<file path="src/rtl/uart_pkg.sv">
// Shared UART definitions: transmit FSM states, status register bit map and register addresses.
package uart_pkg;

  typedef enum logic [1:0] {
    IDLE  = 2'd0,
    START = 2'd1,
    DATA  = 2'd2,
    STOP  = 2'd3
  } tx_state_e;

  // Bit positions inside the status register
  localparam int ST_BUSY  = 0;
  localparam int ST_FULL  = 1;
  localparam int ST_EMPTY = 2;
  localparam int ST_OVF   = 3;

  // Two-address register map
  localparam logic ADDR_DATA   = 1'b0;
  localparam logic ADDR_STATUS = 1'b1;

  // Assemble the status byte; upper nibble always reads zero
  function automatic logic [7:0] status_byte(input logic ovf, input logic empty,
                                             input logic full, input logic busy);
    logic [7:0] s;
    s           = 8'h00;
    s[ST_OVF]   = ovf;
    s[ST_EMPTY] = empty;
    s[ST_FULL]  = full;
    s[ST_BUSY]  = busy;
    return s;
  endfunction

endpackage

</file>
<file path="src/rtl/uart_tx_fifo_ctrl_if.sv">
// Two-address CPU bus shared by the UART blocks: strobe, write enable, address, write and read data.
interface uart_tx_fifo_ctrl_if;
  logic [7:0] i_dat;
  logic [7:0] o_dat;
  logic       i_addr;
  logic       i_we;
  logic       i_cyc;

  modport master (output i_dat, output i_addr, output i_we, output i_cyc, input o_dat);
  modport slave  (input i_dat, input i_addr, input i_we, input i_cyc, output o_dat);
endinterface

</file>
<file path="src/rtl/uart_tx_fifo.sv">
// Small first-word-fall-through byte FIFO: the head is always visible on dout_o so a pop
// can load it into the shifter on the same edge. Push on a full FIFO is accepted only
// when a pop happens in the same cycle.
module uart_tx_fifo #(
  parameter int DEPTH = 4
) (
  input  logic                   i_clk,
  input  logic                   i_reset,
  input  logic                   push_i,
  input  logic                   pop_i,
  input  logic [7:0]             din_i,
  output logic [7:0]             dout_o,
  output logic                   full_o,
  output logic                   empty_o,
  output logic [$clog2(DEPTH):0] count_o
);

  localparam int AW = $clog2(DEPTH);
  localparam int CW = AW + 1;

  logic [7:0]    mem_q [DEPTH];
  logic [AW-1:0] wr_ptr_q;
  logic [AW-1:0] rd_ptr_q;
  logic [CW-1:0] count_q;
  logic [CW-1:0] count_d;
  logic          push_ok;
  logic          pop_ok;

  assign full_o  = (count_q == CW'(DEPTH));
  assign empty_o = (count_q == '0);
  assign pop_ok  = pop_i & ~empty_o;
  // A pop frees the slot this cycle, so a push on a full FIFO still fits
  assign push_ok = push_i & (~full_o | pop_ok);
  assign dout_o  = mem_q[rd_ptr_q];
  assign count_o = count_q;

  // Occupancy only moves when exactly one of push/pop takes effect
  always_comb begin
    count_d = count_q;
    if (push_ok && !pop_ok) begin
      count_d = count_q + CW'(1);
    end else if (pop_ok && !push_ok) begin
      count_d = count_q - CW'(1);
    end
  end

  // Storage array; contents are don't-care until written, so it carries no reset
  always_ff @(posedge i_clk) begin
    if (push_ok) begin
      mem_q[wr_ptr_q] <= din_i;
    end
  end

  // Pointers wrap naturally because DEPTH is a power of two
  always_ff @(posedge i_clk) begin
    if (i_reset) begin
      wr_ptr_q <= '0;
      rd_ptr_q <= '0;
      count_q  <= '0;
    end else begin
      if (push_ok) wr_ptr_q <= wr_ptr_q + AW'(1);
      if (pop_ok)  rd_ptr_q <= rd_ptr_q + AW'(1);
      count_q <= count_d;
    end
  end

endmodule

</file>
<file path="src/rtl/uart_tx_fifo_ctrl.sv">
// UART transmitter (8N1, LSB first) behind the two-address bus: bytes written to address 0
// queue in a FIFO and are shifted out at CLKS_PER_BIT clocks per bit; address 1 reads status.
module uart_tx_fifo_ctrl
  import uart_pkg::*;
#(
  parameter int SYS_CLK      = 50_000_000,
  parameter int BAUDRATE     = 115200,
  parameter int CLKS_PER_BIT = SYS_CLK / BAUDRATE,
  parameter int FIFO_DEPTH   = 4
) (
  input  logic                i_clk,
  input  logic                i_reset,
  uart_tx_fifo_ctrl_if.slave  bus,
  output logic                tx,
  output logic                o_int
);

  localparam int CNT_W = $clog2(CLKS_PER_BIT);
  localparam int FCW   = $clog2(FIFO_DEPTH) + 1;
  localparam logic [CNT_W-1:0] LAST_CNT = CNT_W'(CLKS_PER_BIT - 1);

  tx_state_e        state_q;
  logic [CNT_W-1:0] baud_q;
  logic [2:0]       bit_idx_q;
  logic [7:0]       shift_q;
  logic             tx_q;
  logic             int_q;
  logic             ovf_q;

  logic             push_req;
  logic             stat_rd;
  logic             bit_end;
  logic             pop;
  logic [7:0]       fifo_dout;
  logic             fifo_full;
  logic             fifo_empty;
  logic [FCW-1:0]   fifo_count;

  assign push_req = bus.i_cyc & bus.i_we & (bus.i_addr == ADDR_DATA);
  assign stat_rd  = bus.i_cyc & ~bus.i_we & (bus.i_addr == ADDR_STATUS);
  assign bit_end  = (baud_q == LAST_CNT);
  // The FIFO head is taken when the line is idle, or at the last clock of a stop bit
  // so that queued frames follow each other without an idle gap
  assign pop      = ~fifo_empty & ((state_q == IDLE) | ((state_q == STOP) & bit_end));

  uart_tx_fifo #(
    .DEPTH (FIFO_DEPTH)
  ) u_fifo (
    .i_clk   (i_clk),
    .i_reset (i_reset),
    .push_i  (push_req),
    .pop_i   (pop),
    .din_i   (bus.i_dat),
    .dout_o  (fifo_dout),
    .full_o  (fifo_full),
    .empty_o (fifo_empty),
    .count_o (fifo_count)
  );

  // Read data is purely a function of the address; only the status address returns data
  assign bus.o_dat = (bus.i_addr == ADDR_STATUS)
                   ? status_byte(ovf_q, fifo_count == '0, fifo_count == FCW'(FIFO_DEPTH),
                                 state_q != IDLE)
                   : 8'h00;

  assign tx    = tx_q;
  assign o_int = int_q;

  // Sticky overflow: set by a dropped push, cleared by a status read (which still sees it)
  always_ff @(posedge i_clk) begin
    if (i_reset) begin
      ovf_q <= 1'b0;
    end else if (push_req && fifo_full && !pop) begin
      ovf_q <= 1'b1;
    end else if (stat_rd) begin
      ovf_q <= 1'b0;
    end
  end

  // Transmit FSM with baud counter and shifter; tx is registered from the current state,
  // so the line follows the state by one clock
  always_ff @(posedge i_clk) begin
    if (i_reset) begin
      state_q   <= IDLE;
      baud_q    <= '0;
      bit_idx_q <= '0;
      shift_q   <= '0;
      tx_q      <= 1'b1;
      int_q     <= 1'b0;
    end else begin
      int_q <= 1'b0;
      case (state_q)
        IDLE: begin
          tx_q <= 1'b1;
          if (!fifo_empty) begin
            shift_q <= fifo_dout;
            baud_q  <= '0;
            state_q <= START;
          end
        end
        START: begin
          tx_q <= 1'b0;
          if (bit_end) begin
            baud_q    <= '0;
            bit_idx_q <= '0;
            state_q   <= DATA;
          end else begin
            baud_q <= baud_q + CNT_W'(1);
          end
        end
        DATA: begin
          tx_q <= shift_q[0];
          if (bit_end) begin
            baud_q  <= '0;
            shift_q <= shift_q >> 1;
            if (bit_idx_q == 3'd7) begin
              state_q <= STOP;
            end else begin
              bit_idx_q <= bit_idx_q + 3'd1;
            end
          end else begin
            baud_q <= baud_q + CNT_W'(1);
          end
        end
        STOP: begin
          tx_q <= 1'b1;
          if (bit_end) begin
            baud_q <= '0;
            if (!fifo_empty) begin
              shift_q <= fifo_dout;
              state_q <= START;
            end else begin
              state_q <= IDLE;
              int_q   <= 1'b1;
            end
          end else begin
            baud_q <= baud_q + CNT_W'(1);
          end
        end
        default: state_q <= IDLE;
      endcase
    end
  end

endmodule

</file>
<file path="src/flat_wrapper.sv">
// flat-port wrapper written by rule: the top's interface ports become plain ports
module uart_tx_fifo_ctrl_flat import uart_pkg::*;
#(
  parameter int SYS_CLK      = 50_000_000,
  parameter int BAUDRATE     = 115200,
  parameter int CLKS_PER_BIT = SYS_CLK / BAUDRATE,
  parameter int FIFO_DEPTH   = 4
)
  (i_clk, i_reset, tx, o_int, bus_i_dat, bus_i_addr, bus_i_we, bus_i_cyc, bus_o_dat);
  uart_tx_fifo_ctrl_if bus_i ();
  input  logic i_clk;
  input  logic i_reset;
  output logic tx;
  output logic o_int;
  input wire logic [$bits(bus_i.i_dat)-1:0] bus_i_dat;
  input wire logic [$bits(bus_i.i_addr)-1:0] bus_i_addr;
  input wire logic [$bits(bus_i.i_we)-1:0] bus_i_we;
  input wire logic [$bits(bus_i.i_cyc)-1:0] bus_i_cyc;
  output wire logic [$bits(bus_i.o_dat)-1:0] bus_o_dat;
  assign bus_i.i_dat = bus_i_dat;
  assign bus_i.i_addr = bus_i_addr;
  assign bus_i.i_we = bus_i_we;
  assign bus_i.i_cyc = bus_i_cyc;
  assign bus_o_dat = bus_i.o_dat;
  uart_tx_fifo_ctrl #(.SYS_CLK(SYS_CLK), .BAUDRATE(BAUDRATE), .CLKS_PER_BIT(CLKS_PER_BIT), .FIFO_DEPTH(FIFO_DEPTH)) u_core (.i_clk(i_clk), .i_reset(i_reset), .bus(bus_i), .tx(tx), .o_int(o_int));
endmodule
</file>
<file path="config.mk">
export PLATFORM = sky130hd
export DESIGN_NAME = uart_tx_fifo_ctrl_flat
export DESIGN_NICKNAME = d
export VERILOG_FILES = /design/src/rtl/uart_pkg.sv /design/src/rtl/uart_tx_fifo_ctrl_if.sv /design/src/rtl/uart_tx_fifo.sv /design/src/rtl/uart_tx_fifo_ctrl.sv /design/src/flat_wrapper.sv
export SDC_FILE = /design/constraint.sdc
export NUM_CORES = 1
export LEC_CHECK = 0
export ABC_AREA = 1
export BUFFER_PORTS_ARGS = -buffer_cell sky130_fd_sc_hd__buf_2
export CORE_MARGIN = 2
export CORE_UTILIZATION = 35
export DETAILED_ROUTE_END_ITERATION = 6
export GPL_TIMING_DRIVEN = 0
export RECOVER_POWER = 25
export SLEW_MARGIN = 5
export SYNTH_ARGS = -nofsm -noshare
export SYNTH_HDL_FRONTEND = slang
export SYNTH_HIERARCHICAL = 1
export SYNTH_SLANG_ARGS = --single-unit
</file>
<file path="constraint.sdc">
create_clock -name i_clk -period 2.9 [get_ports i_clk]
set_input_delay 0.435 -clock i_clk [delete_from_list [all_inputs] [get_ports i_clk]]
set_output_delay 0.435 -clock i_clk [all_outputs]
set_load 0.03 [all_outputs]
</file>
## After elaboration in Yosys (flattened, before gate mapping)

Memory sizes are Yosys's and may differ from the RTL's. A register that Yosys moved wholly into a read port is not among the register bits.
Cells that the tools add are included.

| storage, ports and cells | value |
|---|---|
| input bits | 13 |
| output and inout bits | 10 |
| flip-flop bits (word level) | 32 |
| memory bits (writable) | 32 |
| memories kept | 1 |

Memory list:

| name | depth | bits a word | rd ports | clocked after Yosys merged registers in | write ports | RTL line | source |
|---|---|---|---|---|---|---|---|
| u_core.u_fifo.mem_q | 4 | 8 | 1 | 1 | 1 | uart_tx_fifo.sv:21 | `logic [7:0] mem_q [DEPTH];` |

| cells by class | value |
|---|---|
| bitwise logic cells | 16 |
| reduce and logical (&&, ||, !) cells | 20 |
| equal/unequal tests | 12 |
| mux-type cells | 29 |
| add/subtract/negate cells | 6 |

Operators by type and width:

| kind | number |
|---|---|
| $mux 8 | 3 |
| $pmux 8 s3 | 1 |
| $mux 9 | 2 |
| $pmux 9 s2 | 1 |
| $mux 3 | 5 |
| $mux 2 | 7 |
| $add 9x1->9 const B | 1 |
| $eq 9x9->1 const B | 1 |
| $and 1x1->1 | 8 |
| $ne 2x1->1 const B | 4 |
| $pmux 2 s4 | 1 |
| $reduce_bool 2->1 | 4 |
| $add 3x1->3 const B | 2 |
| $eq 3x3->1 const B | 2 |
| $mux 1 | 6 |
| $not 1->1 | 6 |
| $pmux 3 s2 | 1 |
| $reduce_or 3->1 | 2 |
| $reduce_and 5->1 | 1 |
| $add 2x1->2 const B | 2 |
| $eq 2x2->1 const B | 2 |
| $logic_and 1x1->1 | 4 |
| $mux 4 | 1 |
| $ne 2x2->1 const B | 2 |
| 11 further kinds | 14 |

## Longest topological paths before layout

Gate-level depths: netlist of the first run.

| logic depth | value |
|---|---|
| depth after elaboration | 11 |
| depth in mapped cells | 21 |
| depth with buffers taken out | 21 |

## Cells and area by module

The synthesis of the first run kept the hierarchy.

Modules (own cells, without submodules):

| module | area each (µm²) | cells each | instances |
|---|---|---|---|
| uart_tx_fifo | 1702.9 | 148 | 1 |
| uart_tx_fifo_ctrl | 1497.7 | 220 | 1 |

## Worst setup path after synthesis of the first run

No wires, ideal clock.

| timing path | value |
|---|---|
| path kind | reg-to-reg |
| start | register u_core.baud_q[0] |
| end | register u_core.u_fifo.count_q[2] (netlist: u_core/u_fifo/count_o[2]) |
| arrival time | 2231 ps |
| cell stages (with the launch flop) | 21 |
| slack | 556 ps |
| data required time | 2787 ps |
| path through | dfxtp_1 ha_1 nand2_1 nor2_2 nand3_1 nand2_1 nand2_1 inv_1 inv_1 nand3_2 nand2_1 inv_1 ha_1 inv_1 fa_1 inv_1 nand2_1 nand3_1 nand2_1 nand2_1 nor2_1 |

| on the way | value |
|---|---|
| longest elaborated chain between the ends | 10 |
| elaborated cells on any way between the ends | 13 |
| those cells by class | eq/ne: 1; mux: 1; bitwise: 6; reduce/logical: 5 |

Ends and longest elaborated chain:

| what | RTL line | source |
|---|---|---|
| start: declaration | uart_tx_fifo_ctrl.sv:23 | `logic [CNT_W-1:0] baud_q;` |
| start signal: assignment | uart_tx_fifo_ctrl.sv:108 | `baud_q <= baud_q + CNT_W'(1);` |
| start signal: assignment | uart_tx_fifo_ctrl.sv:122 | `baud_q <= baud_q + CNT_W'(1);` |
| start signal: assignment | uart_tx_fifo_ctrl.sv:137 | `baud_q <= baud_q + CNT_W'(1);` |
| $eq 9x9->1 (*) | uart_tx_fifo_ctrl.sv:41 | `assign bit_end = (baud_q == LAST_CNT);` |
| $and 1x1->1 (*) | uart_tx_fifo_ctrl.sv:44 | `assign pop = ~fifo_empty & ((state_q == IDLE) \| ((state_q == STOP) & bit_end));` |
| $or 1x1->1 (*) | uart_tx_fifo_ctrl.sv:44 |  |
| $and 1x1->1 (*) | uart_tx_fifo_ctrl.sv:44 |  |
| net u_core.pop | uart_tx_fifo_ctrl.sv:33 | `logic pop;` |
| $and 1x1->1 (*) | uart_tx_fifo.sv:31 | `assign pop_ok = pop_i & ~empty_o;` |
| $or 1x1->1 (*) | uart_tx_fifo.sv:33 | `assign push_ok = push_i & (~full_o \| pop_ok);` |
| $and 1x1->1 (*) | uart_tx_fifo.sv:33 |  |
| net u_core.u_fifo.push_ok | uart_tx_fifo.sv:26 | `logic push_ok;` |
| $logic_not 1->1 | uart_tx_fifo.sv:42 | `end else if (pop_ok && !push_ok) begin` |
| $logic_and 1x1->1 | uart_tx_fifo.sv:42 |  |
| $reduce_bool 2->1 (no source line) | -- |  |
| end signal: assignment | uart_tx_fifo.sv:63 | `count_q <= count_d;` |
| end: declaration | uart_tx_fifo.sv:24 | `logic [CW-1:0] count_q;` |

Mark *: on every way through the listed nets, which the timed path passes. The rest lies on a longest branch.
A chain may end at the register's enable or synchronous reset.

## Worst setup path in the final report of the first run

| timing path | value |
|---|---|
| start | register u_core.u_fifo.count_q[1] (netlist: u_core/u_fifo/count_o[1]) |
| end | register u_core.u_fifo.count_q[1] (netlist: u_core/u_fifo/count_o[1]) |

| on the way | value |
|---|---|
| elaborated cells on any way between the ends | 17 |
| those cells by class | add/sub: 2; eq/ne: 1; mux: 2; bitwise: 6; reduce/logical: 6 |

RTL lines:

| what | RTL line | source |
|---|---|---|
| $logic_not 3->1 | uart_tx_fifo.sv:30 | `assign empty_o = (count_q == '0);` |
| net u_core.fifo_empty | uart_tx_fifo_ctrl.sv:36 | `logic fifo_empty;` |
| $not 1->1 | uart_tx_fifo_ctrl.sv:44 |  |
| $and 1x1->1 | uart_tx_fifo_ctrl.sv:44 |  |
| net u_core.pop | uart_tx_fifo_ctrl.sv:33 |  |
| $and 1x1->1 | uart_tx_fifo.sv:31 |  |
| $or 1x1->1 | uart_tx_fifo.sv:33 |  |
| $and 1x1->1 | uart_tx_fifo.sv:33 |  |
| net u_core.u_fifo.push_ok | uart_tx_fifo.sv:26 |  |
| $logic_and 1x1->1 | uart_tx_fifo.sv:40 | `if (push_ok && !pop_ok) begin` |
| $mux 3 | uart_tx_fifo.sv:40 |  |
| net u_core.u_fifo.count_d[1] | uart_tx_fifo.sv:25 | `logic [CW-1:0] count_d;` |

The timed path passes the listed nets, and every way through them passes these cells. The select of a mux whose other input is x is not followed.

==> results of run 1 <==
==> cells in the mapped netlist, types with 3 or more instances <==
master	instances
inv_1	40
ha_1	14
inv_2	5
edfxtp_1	32
dfxtp_1	34
a21oi_1	28
nand4_1	4
nand3_1	23
buf_4	4
nand2_2	6
nand2_1	82
o22ai_1	9
o21ai_2	3
nor3_1	3
nor2_1	40
o21ai_0	18
==> power groups by stage <==
stage	Clock [mW]	Combinational, mW	Sequential (mW)
3_5_place_dp	0	1.09	1.22
5_1_grt	0.867	1.24	1.21
6_report	0.788	1.08	1.20
3_3_place_gp	0	1.07	1.21
2_1_floorplan	0	0.841	1.20
4_1_cts	0.810	1.09	1.20
==> per-layer routing <==
| metal | global-route usage | part of all wire | routed length (um) | up-vias |
|---|---|---|---|---|
| li1 | - | - | - | 1272 |
| met1 | 0.1697 | 0.47 | 2965 | 1158 |
| met2 | 0.2360 | 0.49 | 3079 | 42 |
| met3 | 0.04146 | 0.032 | 201 | 8 |
| met4 | 0.05479 | 0.015 | 92 | 0 |
| met5 | 0 | 0 | 0 | - |
==> worst max-delay path: stages, from the launching register on <==
cell and delay [ns]:
dfxtp_1 0.37, nor2_2 0.17, nand2_2 0.10, inv_1 0.17, inv_1 0.10, nand2_1 0.13, inv_2 0.07, inv_1 0.06
nand3_2 0.11, nand2_1 0.17, inv_1 0.06, ha_1 0.21, inv_1 0.09, fa_1 0.41, o21ai_0 0.19, nor2_1 0.05
==> cell usage in the layout (no fill, tap or decap), drive strengths merged <==
cell type / netlist / final
a21oi: 29 / 29
clkbuf: 2 / 18
o21ai: 22 / 22
clkinvlp: 0 / 2
conb: 1 / 4
or2: 1 / 1
inv: 45 / 48
nand2: 90 / 90
clkinv: 0 / 1
nand3b: 1 / 1
buf: 8 / 19
nand3: 25 / 25
dfxtp: 34 / 34
nand4: 4 / 4
nor2: 43 / 43
nor3: 4 / 4
ha: 14 / 14
edfxtp: 32 / 32
bufinv: 0 / 1
o21a: 1 / 1
fa: 1 / 1
xor2: 1 / 1
nor3b: 1 / 1
o22ai: 9 / 9
==> cell families after synthesis <==
logic type	after synthesis	synth area share
xor gates and xnor gates	1	0.002737
buffers and inverters	55	0.07936
DFF	66	0.5129
AOI/OAI and AO/OA	61	0.1067
adders and majority gates	15	0.06099
and+or+nand+nor	169	0.2361
other	1	0.001172
==> per-stage QoR <==
stage | instance area, um^2 | power, mW | util
3_5_place_dp | 3437 | 2.306 | 0.3903
3_3_place_gp | 3437 | 2.282 | 0.3903
2_1_floorplan | 3212 | 2.045 | -
5_1_grt | 3630 | 3.319 | 0.4122
4_1_cts | 3637 | 3.101 | 0.4130
6_report | 3630 | 3.067 | 0.4122
==> registers in the layout, summed over array words and instances (netlist names), named ones only <==
register	flops
u_core/baud_q	9
u_core/bit_idx_q	3
u_core/o_int	1
u_core/ovf_q	1
u_core/shift_q	8
u_core/state_q	2
u_core/tx	1
u_core/u_fifo/count_o	3
u_core/u_fifo/mem_q	32
u_core/u_fifo/rd_ptr_q	2
u_core/u_fifo/wr_ptr_q	2
==> final timing paths <==
| kind | from | to | slack (ns) |
|---|---|---|---|
| setup / recovery | u_core/u_fifo/count_o[1] | u_core/u_fifo/count_o[1] | 0.30 |
| hold / removal | bus_i_dat[0] | u_core/u_fifo/mem_q[1][0] | 0.32 |
| setup reg to reg | u_core/u_fifo/count_o[1] | u_core/u_fifo/count_o[1] | 0.30 |
| hold reg to reg | u_core/shift_q[4] | u_core/shift_q[4] | 0.46 |
==> final cells by class <==
type                            instances  area, um^2
Timing Repair Buffer                   18       81.33
Tap cell                              108       135.1
Clock inverter                          7       76.32
Inverter                               45       168.9
Fill cell                             868        5176
Multi-Input combinational cell        250        1316
Sequential cell                        66        1643
Clock buffer                            9       123.9
Buffer                                 10       85.08
==> repair_timing <==
action | CTS | global route
hold buffers | 0 | 0
endpoints found under the setup margin | 0 | 2
gates resized for setup | 0 | 2
==> out/results.txt, run 1 <==
Outcome = finished, final reports clean
Postcts setup bufs = 0
Synth Warn # = 6
Layout cells sized above 1 = 0.1506
Worst-margin pin slew = 0.8724 ns
Largest net degree at the start of global routing = 14
Pwr Density = 845.0 mW/mm^2
Core Area = 0.008806 mm^2
GRT overflow = 0
Synth unique cells = 35
Fin cells = 513
Routed wire length per instance = 12.35 um
CTS sink count = 66
Clk_lat worst skew = 0.35 ns
Placed Cells = 497
Initial antenna violation count = 0
Switching pwr = 1.181 mW
Yosys reg bits = 66
H-tree Lvls = 3
Ports = 23
Seq pwr share = 0.391
CTS tree = done
Hold path cells = 1
Smallest hold slack = 0.3221 ns
Yosys top cell by area = edfxtp_1
Final hold violation count = 0
Max-cap viol count = 0
Leak Pwr = 1.471 nW
Synth Cell Area = 0.003201 mm^2
Type of the tightest min-delay check = in -> reg
Worst slack at placement = 0.2611 ns
Cells after synthesis = 368
Die height = 99.63 um
Drt initial violations = 89
Setup TNS Final = 0 ns
Sequential share of the synthesized area = 0.5129
Syn avg cell area = 8.697 um^2
Clock Skews = 0.008851 ns
Longest Clk Path Bufs = 2
Clk pin slew, worst setup/hold paths = 0.08 ns
Clock group share of total power = 0.257
Post-route DRC = 0
Main synth FF type = dfxtp_1
CTS Buf Count = 9
Root buffer cell = clkbuf_8
Crit path max fanout = 5
Buffers on Ports = 18
Post-synth top area share = 0.3002
Routability Congestion = 0.7660
Worst VDD drop = 401.4 uV
Minimum clock period after layout = 2.599 ns
Crit path kind = reg -> reg
Asr flop ratio synth = 0
Reg2reg path depth = 15
GRT Util Overall = 0.1405
Number of synthesized flops with an enable pin = 32
# rows = 34
First-pass GRT wire length = 10,970 um
Post-Route WL = 6338 um
Max Freq = 0.3847 GHz
Post-DRT Antenna Nets = 0
Pre-antenna DRT Iters = 4
Period utilisation layout = 0.8963
Comb pwr share = 0.352
RSZ-0062 raised after global routing = no
Internal power = 1.886 mW
Largest cells by area after synthesis = edfxtp_1 (30%), dfxtp_1 (21%), nand2_1 (9.6%)
Starting Density = 0.3635
Critical Path AT = 2.84 ns
Worst slew margin = 0.4162
Die Wd = 99.63 um
Via density = 4.834
HPWL after DPL = 4423 um
Vias in the first global route = 2,396
Area Growth Syn to Fin = 13.41%
Startpoint Class = register
# nets final = 428
Die ar. = 0.009925 mm^2
Vias post-DR = 2,480
Final setup viols = 0
Slew Limit Fails = 0
Sw frac = 0.3850
Setup WS post-layout = 0.3008 ns
Critical Path RT = 3.14 ns
Worst setup EP type = register
Diode count = 0
No activity file was read; power rests on OpenSTA's default activity.
==> run 2, diff against run 1 <==
- REMOVE_ABC_BUFFERS: unset -> 1
==> run 2 against run 1 <==
Compared with the run above: setup slack got worse by 0.0055 ns; critical path depth increased by 6; sequential power about the same; worst hold slack improved by 0.0013 ns; register-to-register slack about the same; design area decreased by 3.1%; clock-buffer cell count increased by 1; flip-flop and latch count unchanged; clock power decreased by 14%; routed wire length decreased by 5.2%; first-iteration DRC count increased by 16%; clock skew about the same.
==> out/results.txt, run 2 (synthesis gave the netlist of run 1 again) <==
Outcome = finished, final reports clean
Ports = 23
Slowest-stage cell, CP = fa_1
Post-DRT Antenna Nets = 0
Initial antenna violation count = 0
Final hold violation count = 0
Die Wd = 99.63 um
Crit path max fanout = 5
Post-layout util = 0.3995
Routed wire length per instance = 11.94 um
Die ar. = 0.009925 mm^2
Period utilisation layout = 0.8982
Area Growth Syn to Fin = 9.929%
Multi-input logic area = 0.001319 mm^2
Diode count = 0
Slew Limit Fails = 0
Largest register FFs = 32
Buffers on Ports = 18
Vias in the first global route = 2,261
Routability Congestion = 0.7993
GRT overflow = 0
Worst VDD drop = 358.1 uV
Commonest non-fill, non-tap cells in the layout = nand2_1 (81), inv_1 (40), nor2_1 (40)
Critical Path AT = 2.85 ns
CTS sink count = 66
Largest net degree at the start of global routing = 27
Top flop regs = u_core/u_fifo/mem_q: 32 flops, u_core/baud_q: 9 flops, u_core/shift_q: 8 flops
Layout cells sized above 1 = 0.1316
Crit path kind = reg -> reg
Max Freq = 0.3839 GHz
GRT Util Overall = 0.1303
Crit-path max cell delay = 0.38 ns
Type of the tightest min-delay check = in -> reg
Die height = 99.63 um
Placed Area = 0.003352 mm^2
RSZ-0062 raised after global routing = no
Critical Path RT = 3.14 ns
Starting Density = 0.3635
Leak Pwr = 1.399 nW
Post-Route WL = 6008 um
Post-route DRC = 0
Final setup viols = 0
Clk pin slew, worst setup/hold paths = 0.08 ns
Design area = 0.003518 mm^2
First-pass GRT wire length = 10,150 um
Minimum clock period after layout = 2.605 ns
CP Buf/Inv Count = 6
Reg2reg path depth = 21
Hold path cells = 1
Clock Skews = 0.008815 ns
CTS tree = done
HPWL after DPL = 4089 um
Pwr Density = 819.4 mW/mm^2
CP Depth = 21
Vias post-DR = 2,429
Worst slew margin = 0.4497
Final Power = 2.883 mW
Longest Clk Path Bufs = 2
Worst-margin pin slew = 0.8224 ns
Worst setup EP type = register
# nets final = 418
Fillcell total = 878
Startpoint Class = register
Clk_lat worst skew = 0.34 ns
Max-cap viol count = 0
Reg with most FFs = u_core/u_fifo/mem_q
Drt initial violations = 103
Pre-antenna DRT Iters = 4
Root buffer cell = clkbuf_8
Register Area = 0.001643 mm^2
Core Area = 0.008806 mm^2
# rows = 34
CP cell instances = inv_1 -> ha_1 -> nand2_1 -> nor2_2 -> nand3_1 -> nand2_1 -> nand2_1 -> inv_1 -> inv_1 -> nand3_2 -> nand2_2 -> inv_1 -> ha_1 -> inv_1 -> fa_1 -> inv_1 -> nand2_1 -> nand3_1 -> nand2_1 -> nand2_1 -> nor2_1
Crit-path leading delay family = simple AND/OR/NAND/NOR gates
Setup TNS Final = 0 ns
Via density = 4.829
H-tree Lvls = 3
Most common cell after layout, fill and taps aside = nand2_1
CTS Buf Count = 9
run 2: changes by cell type in the layout (fill, tap and decap cells not counted), moves of 2 or more:
cell	previous run	this run
clkinvlp_4	2	4
buf_4	4	0
inv_6	3	0
buf_6	2	0
run 2: timing repair:
action / 4_1_cts / 5_1_grt
hold endpoints to repair: 0 / 0
hold buffers: 0 / 0
endpoints found under the setup margin: 0 / 1
gates resized for setup: 0 / 2
setup buffers: 0 / 0
run 2: per-stage QoR:
step                hold slack (ns)  std cells  worst slack (ns)
floorplan                    0.4351        361            0.5559
global route                 0.3135        503          0.007270
global placement             0.4482        487            0.3308
CTS                          0.2945        503            0.2128
finish                       0.3234        503            0.2953
detailed placement           0.4567        487            0.2704
run 2: layout make-up:
type                    instances  area share
multi-input cells             250      0.3748
inverters                      45     0.04801
clock buffers                  10     0.03627
clock inverters                 6     0.01245
well taps                     108     0.03841
repair buffers                 18     0.02312
flip-flops and latches         66      0.4669
run 2: path summary, 6_finish.rpt:
| path | from | endpoint | slack (ns) |
|---|---|---|---|
| setup reg to reg | u_core/baud_q[1] | u_core/u_fifo/count_o[2] | 0.30 |
| setup / recovery | u_core/baud_q[1] | u_core/u_fifo/count_o[2] | 0.30 |
| hold reg to reg | u_core/shift_q[0] | u_core/shift_q[0] | 0.47 |
| hold / removal | bus_i_dat[6] | u_core/u_fifo/mem_q[1][6] | 0.32 |
run 2: routing by layer:
metal,vias to the layer above,global-route usage,wire length (um)
met5,-,0,0
li1,1248,-,-
met2,43,0.2141,2873
met3,9,0.03865,226
met1,1129,0.1584,2796
met4,0,0.05796,111
run 2: power breakdown:
| part | total, mW | leakage, nW | internal (mW) | switching, mW |
|---|---|---|---|---|
| registers | 1.21 | 0.566 | 1.10 | 0.115 |
| logic | 0.992 | 0.759 | 0.332 | 0.660 |
| clock network | 0.676 | 0.0745 | 0.310 | 0.367 |
| total | 2.88 | 1.40 | 1.74 | 1.14 |
